## config.mk

```make
export PLATFORM = sky130hd
export DESIGN_NAME = bht_ckpt_ctrl
export DESIGN_NICKNAME = d
export VERILOG_FILES = /design/src/rtl/bht_ckpt_ctrl.sv
export SDC_FILE = /design/constraint.sdc
export NUM_CORES = 1
export LEC_CHECK = 0
export BUFFER_PORTS_ARGS = -buffer_cell sky130_fd_sc_hd__buf_2
export CELL_PAD_IN_SITES_DETAIL_PLACEMENT = 1
export CELL_PAD_IN_SITES_GLOBAL_PLACEMENT = 2
export CORE_UTILIZATION = 29
export CTS_CLUSTER_DIAMETER = 100
export DETAILED_ROUTE_END_ITERATION = 6
export PLACE_DENSITY_LB_ADDON = 0.1
export RECOVER_POWER = 100
export SYNTH_ARGS = -nofsm -noshare
export SYNTH_HDL_FRONTEND = slang
export SYNTH_SLANG_ARGS = --single-unit
```

## constraint.sdc

```tcl
create_clock -name clk_i -period 2.49 [get_ports clk_i]
set_input_delay 0.249 -clock clk_i [delete_from_list [all_inputs] [get_ports clk_i]]
set_output_delay 0.249 -clock clk_i [all_outputs]
set_load 0.005 [all_outputs]
```

## src/rtl/bht_ckpt_ctrl.sv

```systemverilog
// Branch history table checkpoint sequencer: freezes the BHT, walks every entry,
// packs 3-bit entries into 64-bit words and stores them through the dcache port.
module bht_ckpt_ctrl #(
  parameter int unsigned NR_ENTRIES       = 1024,
  parameter int unsigned ENTRIES_PER_WORD = 21
) (
  input  logic                          clk_i,
  input  logic                          rst_ni,
  input  logic                          start_i,
  input  logic [63:0]                   base_addr_i,
  output logic                          busy_o,
  output logic                          bht_freeze_o,
  output logic                          done_o,
  output logic [$clog2(NR_ENTRIES)-1:0] bht_rd_idx_o,
  input  logic [2:0]                    bht_rd_data_i,
  output logic                          req_o,
  input  logic                          gnt_i,
  output logic [63:0]                   addr_o,
  output logic [63:0]                   wdata_o,
  output logic [7:0]                    be_o,
  output logic [1:0]                    size_o
);

  localparam int unsigned IdxW  = $clog2(NR_ENTRIES);
  localparam int unsigned CntW  = IdxW + 1;
  localparam int unsigned SlotW = (ENTRIES_PER_WORD > 1) ? $clog2(ENTRIES_PER_WORD) : 1;

  localparam logic [CntW-1:0]  LastIdx  = CntW'(NR_ENTRIES - 1);
  localparam logic [CntW-1:0]  EndIdx   = CntW'(NR_ENTRIES);
  localparam logic [SlotW-1:0] LastSlot = SlotW'(ENTRIES_PER_WORD - 1);

  typedef enum logic [1:0] {
    StIdle,
    StPack,
    StWrite,
    StDone
  } state_e;

  state_e           state_q, state_d;
  logic [CntW-1:0]  idx_q, idx_d;
  logic [SlotW-1:0] slot_q, slot_d;
  logic [63:0]      pack_q, pack_d;
  logic [63:0]      waddr_q, waddr_d;

  always_ff @(posedge clk_i or negedge rst_ni) begin
    if (!rst_ni) begin
      state_q <= StIdle;
      idx_q   <= '0;
      slot_q  <= '0;
      pack_q  <= '0;
      waddr_q <= '0;
    end else begin
      state_q <= state_d;
      idx_q   <= idx_d;
      slot_q  <= slot_d;
      pack_q  <= pack_d;
      waddr_q <= waddr_d;
    end
  end

  always_comb begin
    state_d = state_q;
    idx_d   = idx_q;
    slot_d  = slot_q;
    pack_d  = pack_q;
    waddr_d = waddr_q;

    case (state_q)
      StIdle: begin
        if (start_i) begin
          idx_d   = '0;
          slot_d  = '0;
          pack_d  = '0;
          waddr_d = {base_addr_i[63:3], 3'b000};
          state_d = StPack;
        end
      end

      StPack: begin
        pack_d[3*int'(slot_q) +: 3] = bht_rd_data_i;
        idx_d  = idx_q + 1'b1;
        slot_d = slot_q + 1'b1;
        // Close the word when it is full or the last entry has just been packed.
        if ((slot_q == LastSlot) || (idx_q == LastIdx)) begin
          state_d = StWrite;
        end
      end

      StWrite: begin
        // Everything stays frozen until the grant so the store is never torn.
        if (gnt_i) begin
          waddr_d = waddr_q + 64'd8;
          pack_d  = '0;
          slot_d  = '0;
          state_d = (idx_q == EndIdx) ? StDone : StPack;
        end
      end

      StDone: begin
        state_d = StIdle;
      end

      default: begin
        state_d = StIdle;
      end
    endcase
  end

  always_comb begin
    busy_o       = 1'b0;
    done_o       = 1'b0;
    req_o        = 1'b0;
    bht_rd_idx_o = '0;

    case (state_q)
      StPack: begin
        busy_o       = 1'b1;
        bht_rd_idx_o = idx_q[IdxW-1:0];
      end
      StWrite: begin
        busy_o = 1'b1;
        req_o  = 1'b1;
      end
      StDone: begin
        busy_o = 1'b1;
        done_o = 1'b1;
      end
      default: ;
    endcase
  end

  assign bht_freeze_o = busy_o;
  assign addr_o       = req_o ? waddr_q : 64'd0;
  assign wdata_o      = req_o ? pack_q : 64'd0;
  assign be_o         = req_o ? 8'hFF : 8'h00;
  assign size_o       = 2'b11;

endmodule

```

==> reports/metrics.yaml, run 1 <==
status:
  status: "complete, no violations"
die:
  dieHeight_um: 180
  pin_count: 223
  start_util_pct: 29.8
  dieArea_um2: 32500
  rows: 64
  coreArea_um2: 30900
  die_w_um: 180
grt:
  grt_max_degree: 92
  track_usage_pct: 21.2
  grt_overflow: 0
  antenna_found_initial: 2
  grt_pass1_vias: 9272
  grt_first_pass_wirelength_um: 54300
clocking:
  cts_buffers: 17
  cts_tree: "done"
  cts_buffer_depth: 2
  cts_sinks: 143
  clk-insertion-delay-late_ns: 0.44
  path_clk_slew_ns: 0.08
  h-tree-depth: 4
  root_buffer: "clkbuf_16"
power:
  powerDensity_nw_per_um2: 1040
  peakVddDrop_uv: 476
  power_w: 0.0118
  leakagePower_nw: 5.28
timing:
  rsz0062_at_grt: "false"
  skew_ns: 0.0188
  worst_pin_slew_ns: 1.20
  finalSetupViolCount: 0
  setup_tns_ns: 0
  period_minus_slack_ns: 2.34
  hold_viol: 0
  finalCritPeriodShare_pct: 94.0
  max_freq_mhz: 427
  maxSlewHeadroom_pct: 20.2
  report.final.slew_viol_count: 0
routing:
  drt_first_pass_iters: 5
  avgViaCountPerCell: 5.31
  vias: 9112
  post-route-drc-count: 0
  ant_nets: 0
  post_drt_wl_per_cell_um: 20.2
  routed_wl_um: 34700
  drt_iter0_markers: 496
yosys:
  yosys-top-cells-count: "dfrtp_1, nand2_1, and2_1"
  synth_area_leader_cell: "dfrtp_1"
  yosysUniqueCellTypes: 73
  synth_seq_cells: 143
  synth.top_cell.area_share_pct: 38.8
  synth.most_common_cell: "dfrtp_1"
  ys.flop_type: "dfrtp_1"
  synthArstFlopShare_pct: 100
  synth_edf_count: 0
  seq_area_frac_synth_pct: 38.8
  synth.cell_area_um2: 9220
  netlist_instances: 1098
  yosys-top-cells-area: "dfrtp_1, and2_1, mux2i_1, nand2_1, nand3_1"
  ys_warn_count: 0
  avgSynthCellArea_um2: 8.39
critical_path:
  arrival_ns: 2.09
  path_class: "reg -> out"
  endpoint_kind: "output pin"
  worstPathRequired_ns: 2.24
  crit_fanout: 35
  worst_path_max_delay_cell: "dfrtp_1"
  path_cells: "nand2b_2 > inv_4 > buf_16 > buf_4 > and2_0 > buf_2"
  slowest_delay_ns: 0.42
  crit_path_start_kind: "flip-flop"
hold_path:
  hold_path.class: "in -> reg"
final_layout:
  num-fill-cells: 3729
  fin_nets: 1383
  multi_input_area_um2: 5100
  fin_util_pct: 36.8
  drive_above_1_share_pct: 22.3
  area_delta_synth_final_pct: 23.6
  regArea_um2: 3580
run:
  maxCapViolations: 0
place:
  io_buffers: 214
  gp_congestion: 0.811
  place_hpwl_um: 24700
path summary, 6_finish.rpt:
check                                        from                 endpoint  slack (ns)  depth (start not counted)
max in group asynchronous                  rst_ni   waddr_q[4]$_DFFE_PN0P_        0.43                          3
max                        state_q[0]$_DFFE_PN0P_              wdata_o[56]        0.15                          6
min                                base_addr_i[3]   waddr_q[3]$_DFFE_PN0P_        0.05                          3
min reg2reg                pack_q[26]$_DFFE_PN0P_   pack_q[26]$_DFFE_PN0P_        0.50                          1
max reg2reg                state_q[0]$_DFFE_PN0P_  waddr_q[26]$_DFFE_PN0P_        0.19                          6
min in group asynchronous                  rst_ni  waddr_q[35]$_DFFE_PN0P_        0.57                          2
final cells by class:
| class | instances | share of cell area, % |
|---|---|---|
| Antenna cell | 1 | 0.0220 |
| Clock buffer | 17 | 3.74 |
| Clock inverter | 15 | 1.68 |
| Inverter | 25 | 0.846 |
| Multi-Input combinational cell | 842 | 44.7 |
| Sequential cell | 143 | 31.4 |
| Tap cell | 396 | 4.35 |
| Timing Repair Buffer | 276 | 13.2 |
worst max-delay path, delay by kind of cell, from the launching register on:
kind	cells	cell delay, ns
buf+inv	4	0.81
flops	1	0.42
simple gates	2	0.42
registers in the layout (all words and copies together) (netlist names):
signal,flops
idx_q,11
state_q,2
waddr_q,61
slot_q,5
pack_q,64
where the power goes:
part	internal (W)	switching, W	total, W
sequential	0.00295	0.000819	0.00377
combinational	0.00197	0.00336	0.00533
clock	0.00137	0.00134	0.00271
total	0.00629	0.00551	0.0118
cells by family after synthesis:
| kind of cell | count (synthesis) | synth area share [%] |
|---|---|---|
| simple gates | 567 | 33.7 |
| compound gates | 195 | 13.5 |
| flops | 143 | 38.8 |
| buf+inv | 116 | 5.55 |
| mux | 64 | 6.96 |
| fa+ha+maj | 7 | 0.950 |
| xor+xnor | 4 | 0.380 |
| other cells | 2 | 0.0815 |
per-stage QoR:
step,instance area (µm²),worst slack [ns],hold WS [ns],instances
floorplan,9230,0.0940,-0.0466,1101
global placement,10900,0.281,0.215,1680
detailed placement,10900,0.250,0.212,1680
CTS,11500,0.0636,0.0349,1713
global route,11400,0.0151,0.0428,1714
finish,11400,0.149,0.0476,1715
metal layers:
layer  vias up  global-route usage [%]  part of all wire (%)
met5         -                       0                 0.049
li1       4328                       -                     -
met2       233                    36.0                    49
met4         2                    4.92                   1.3
met1      4511                    27.7                    45
met3        38                    4.00                   5.0
placed cells by master (no fill, tap or decap), types with 8 or more instances in the layout:
| cell type | netlist | layout |
|---|---|---|
| nand4_1 | 43 | 43 |
| nor2_1 | 69 | 68 |
| a21oi_1 | 53 | 52 |
| buf_4 | 15 | 41 |
| or3_1 | 9 | 9 |
| dfrtp_1 | 143 | 143 |
| o22a_1 | 8 | 8 |
| o22ai_1 | 14 | 14 |
| a211oi_1 | 8 | 8 |
| nor4_1 | 15 | 18 |
| and2_1 | 129 | 55 |
| clkbuf_16 | 0 | 17 |
| and4_1 | 13 | 13 |
| buf_2 | 4 | 181 |
| clkbuf_1 | 67 | 36 |
| and2_0 | 0 | 74 |
| and3_1 | 20 | 20 |
| o21ai_0 | 48 | 48 |
| mux2i_1 | 63 | 63 |
| nand3_1 | 60 | 60 |
| a31oi_1 | 13 | 13 |
| nand2_1 | 134 | 134 |
| nor3_1 | 35 | 35 |
| inv_1 | 24 | 24 |
| clkbuf_2 | 0 | 10 |
timing repair:
item / 4_1_cts / 5_1_grt
endpoints found under the setup margin: 0 / 20
buffers inserted: 0 / 0
endpoints found under the hold margin: 39 / 0
hold buffers: 1 / 0
resized for setup: 0 / 1
Power figures use the tool's default switching activity.
==> run 2: changes to the inputs <==
--- a/config.mk
+++ b/config.mk
@@ -8,7 +8,7 @@
 export BUFFER_PORTS_ARGS = -buffer_cell sky130_fd_sc_hd__buf_2
 export CELL_PAD_IN_SITES_DETAIL_PLACEMENT = 1
 export CELL_PAD_IN_SITES_GLOBAL_PLACEMENT = 2
-export CORE_UTILIZATION = 29
+export CORE_UTILIZATION = 32
 export CTS_CLUSTER_DIAMETER = 100
 export DETAILED_ROUTE_END_ITERATION = 6
 export PLACE_DENSITY_LB_ADDON = 0.1
==> constraint.sdc (replaced) <==
create_clock -name clk_i -period 2.2 [get_ports clk_i]
set_input_delay 0.22 -clock clk_i [delete_from_list [all_inputs] [get_ports clk_i]]
set_output_delay 0.22 -clock clk_i [all_outputs]
set_load 0.005 [all_outputs]
==> reports/metrics.yaml, run 2 (synthesis results as in run 1) <==
timing:
  maxSlewHeadroom_pct: 17.0  # -3.2 points
  finalSetupViolCount: 0  # unchanged
  finalCritPeriodShare_pct: 97.3
  holdWs_ns: 0.0357  # -0.0119 ns
  worst_pin_slew_ns: 1.25  # +0.0477 ns
  skew_ns: 0.0170  # -0.00183 ns
  hold_viol: 0  # unchanged
  report.final.slew_viol_count: 0  # unchanged
  setup_tns_ns: 0  # unchanged
  period_minus_slack_ns: 2.14
  max_freq_mhz: 467
  rsz0062_at_grt: "true"
grt:
  grt_max_degree: 89  # -3.3%
  grt_pass1_vias: 9825  # +6.0%
  track_usage_pct: 24.8  # +3.6 points
  grt_overflow: 0  # unchanged
  grt_first_pass_wirelength_um: 55900  # +3.1%
  antenna_found_initial: 0  # -2
clocking:
  root_buffer: "clkbuf_16"
  cts_buffers: 17  # unchanged
  cts_sinks: 143  # unchanged
  path_clk_slew_ns: 0.08  # about the same
  clk-insertion-delay-late_ns: 0.44  # about the same
  cts_tree: "done"
  h-tree-depth: 4  # unchanged
  cts_buffer_depth: 2  # unchanged
die:
  dieArea_um2: 29500  # -9.3%
  pin_count: 223  # unchanged
  coreArea_um2: 28100  # -9.1%
  rows: 61  # -4.7%
  start_util_pct: 32.8  # +3.0 points
  dieHeight_um: 172  # -4.7%
  die_w_um: 172  # -4.7%
critical_path:
  endpoint_kind: "output pin"
  reg2reg_slack_ns: 0.09  # -0.10 ns
  crit_buf_inv: 3  # -1
  crit_fanout: 22  # -37%
  path_cells: "nand2b_2 > inv_8 > bufbuf_16 > and2_1 > buf_2"
  crit_path_start_kind: "flip-flop"
  slowest_delay_ns: 0.45  # +0.03 ns
  arrival_ns: 1.92  # -0.17 ns
  r2r-start: "waddr_q[3]$_DFFE_PN0P_"
  worstPathRequired_ns: 1.98  # -0.26 ns
  cp_top_family: "buffers and inverters"
  path_class: "reg -> out"
  worst_path_max_delay_cell: "dfrtp_2"
  reg2reg_to: "waddr_q[62]$_DFFE_PN0P_"
  reg2reg_depth: 6  # unchanged
routing:
  avgViaCountPerCell: 5.34  # +0.51%
  post_drt_wl_per_cell_um: 20.3  # +0.59%
  vias: 9361  # +2.7%
  drt_first_pass_iters: 5  # unchanged
  drt_iter0_markers: 525  # +5.8%
  ant_nets: 0  # unchanged
  post-route-drc-count: 0  # unchanged
  routed_wl_um: 35600  # +2.8%
place:
  io_buffers: 214  # unchanged
  place_hpwl_um: 24400  # -0.97%
  gp_congestion: 0.888  # +9.5%
power:
  leakagePower_nw: 5.93  # +12%
  power_w: 0.0144  # +22%
  peakVddDrop_uv: 610  # +28%
  internal-power_w: 0.00791  # +26%
  seqPwrFrac_pct: 28.3  # -3.6 points
  powerDensity_nw_per_um2: 1180  # +14%
  p_comb_share_pct: 50.8  # +5.7 points
  p_clk_share_pct: 20.9  # -2.0 points
  p_sw_w: 0.00648  # +18%
  sw_frac_of_total_pct: 45.1  # -1.7 points
hold_path:
  min_path_cells: 3  # unchanged
  hold_path.class: "in -> reg"
  min_from: "base_addr_i[4]"
  worst_hold_path.endpoint: "waddr_q[4]$_DFFE_PN0P_"
final_layout:
  num-fill-cells: 3429  # -8.0%
  largest_reg_flops: 64  # unchanged
  diodes: 0  # -1
  fin_util_pct: 43.3  # +6.5 points
  regMostFlops: "pack_q"
  area_delta_synth_final_pct: 32.1
  reg.largest.list: "pack_q (64), waddr_q (61), idx_q (11)"
  layout_commonest_cell: "buf_2"
  drive_above_1_share_pct: 29.5  # +7.2 points
  fin_nets: 1440  # +4.1%
  most-common-layout-cells: "buf_2, dfrtp_1, nand2_1"
status:
  status: "complete, no violations"
run:
  maxCapViolations: 0  # unchanged
[run 2: changes by cell type in the layout (fill, tap and decap cells not counted), moves of 3 or more]
| cell | previous run | this run |
|---|---|---|
| nor4_4 | 1 | 5 |
| clkbuf_4 | 3 | 0 |
| nor4_1 | 18 | 13 |
| buf_4 | 41 | 101 |
| nor3_1 | 35 | 32 |
| and2_0 | 74 | 0 |
| buf_2 | 181 | 213 |
| and2_1 | 55 | 127 |
| clkbuf_2 | 10 | 1 |
| clkbuf_1 | 36 | 1 |
[run 2: metal layers]
layer / share of wire (%) / GRT usage (%) / up-vias
met3: 3.4 / 3.20 / 45
met2: 49 / 41.8 / 218
met4: 2.4 / 7.88 / 0
li1: - / - / 4428
met5: 0 / 0 / -
met1: 45 / 32.8 / 4670
[run 2: final cells by class]
cell class              instances  area [µm²]  area share [%]
multi-input cells             842        5220            42.9
flip-flops and latches        143        3580            29.4
repair buffers                333        2180            17.9
well taps                     378         473            3.88
clock buffers                  17         425            3.49
clock inverters                15         194            1.59
inverters                      25         101           0.832
[run 2: per-stage QoR]
stage               cells  area [µm²]  setup slack, ns
detailed placement   1711       11300          -0.0257
global route         1753       12200         -0.00492
global placement     1711       11300           0.0652
finish               1753       12200           0.0588
floorplan            1101        9240          0.00843
CTS                  1748       12100          0.00472
[run 2: what timing repair did]
action                                  4_1_cts  5_1_grt
hold endpoints to repair                     40        0
gates cloned                                  3        2
hold buffers                                  2        0
gates resized for setup                       9       18
pin swaps                                     0        1
buffers inserted                              0        3
endpoints found under the setup margin       33       73
[run 2: worst max path at each step]
stage,startpoint,to,slack (ns),cells past startpoint
5_1_grt,waddr_q[3]$_DFFE_PN0P_,waddr_q[24]$_DFFE_PN0P_,-0.005,6
2_1_floorplan,slot_q[0]$_DFFE_PN0P_,pack_q[7]$_DFFE_PN0P_,0.008,9
4_1_cts,state_q[0]$_DFFE_PN0P_,wdata_o[24],0.005,6
3_5_place_dp,waddr_q[3]$_DFFE_PN0P_,waddr_q[59]$_DFFE_PN0P_,-0.03,8
6_report,state_q[0]$_DFFE_PN0P_,wdata_o[60],0.06,5
3_3_place_gp,waddr_q[3]$_DFFE_PN0P_,waddr_q[59]$_DFFE_PN0P_,0.07,8
[run 2: power by group through the flow]
stage / sequential (W) / combinational [W] / clock (W)
2_1_floorplan: 0.00395 / 0.00397 / 0
3_5_place_dp: 0.00411 / 0.00684 / 0
3_3_place_gp: 0.00409 / 0.00674 / 0
5_1_grt: 0.00418 / 0.00805 / 0.00319
6_report: 0.00407 / 0.00731 / 0.00301
4_1_cts: 0.00407 / 0.00718 / 0.00309
[run 2: tightest hold or removal path: cells and delay by family]
kind            cells  cell delay (ns)
simple gates        1             0.04
buf+inv             1             0.09
compound gates      1             0.07
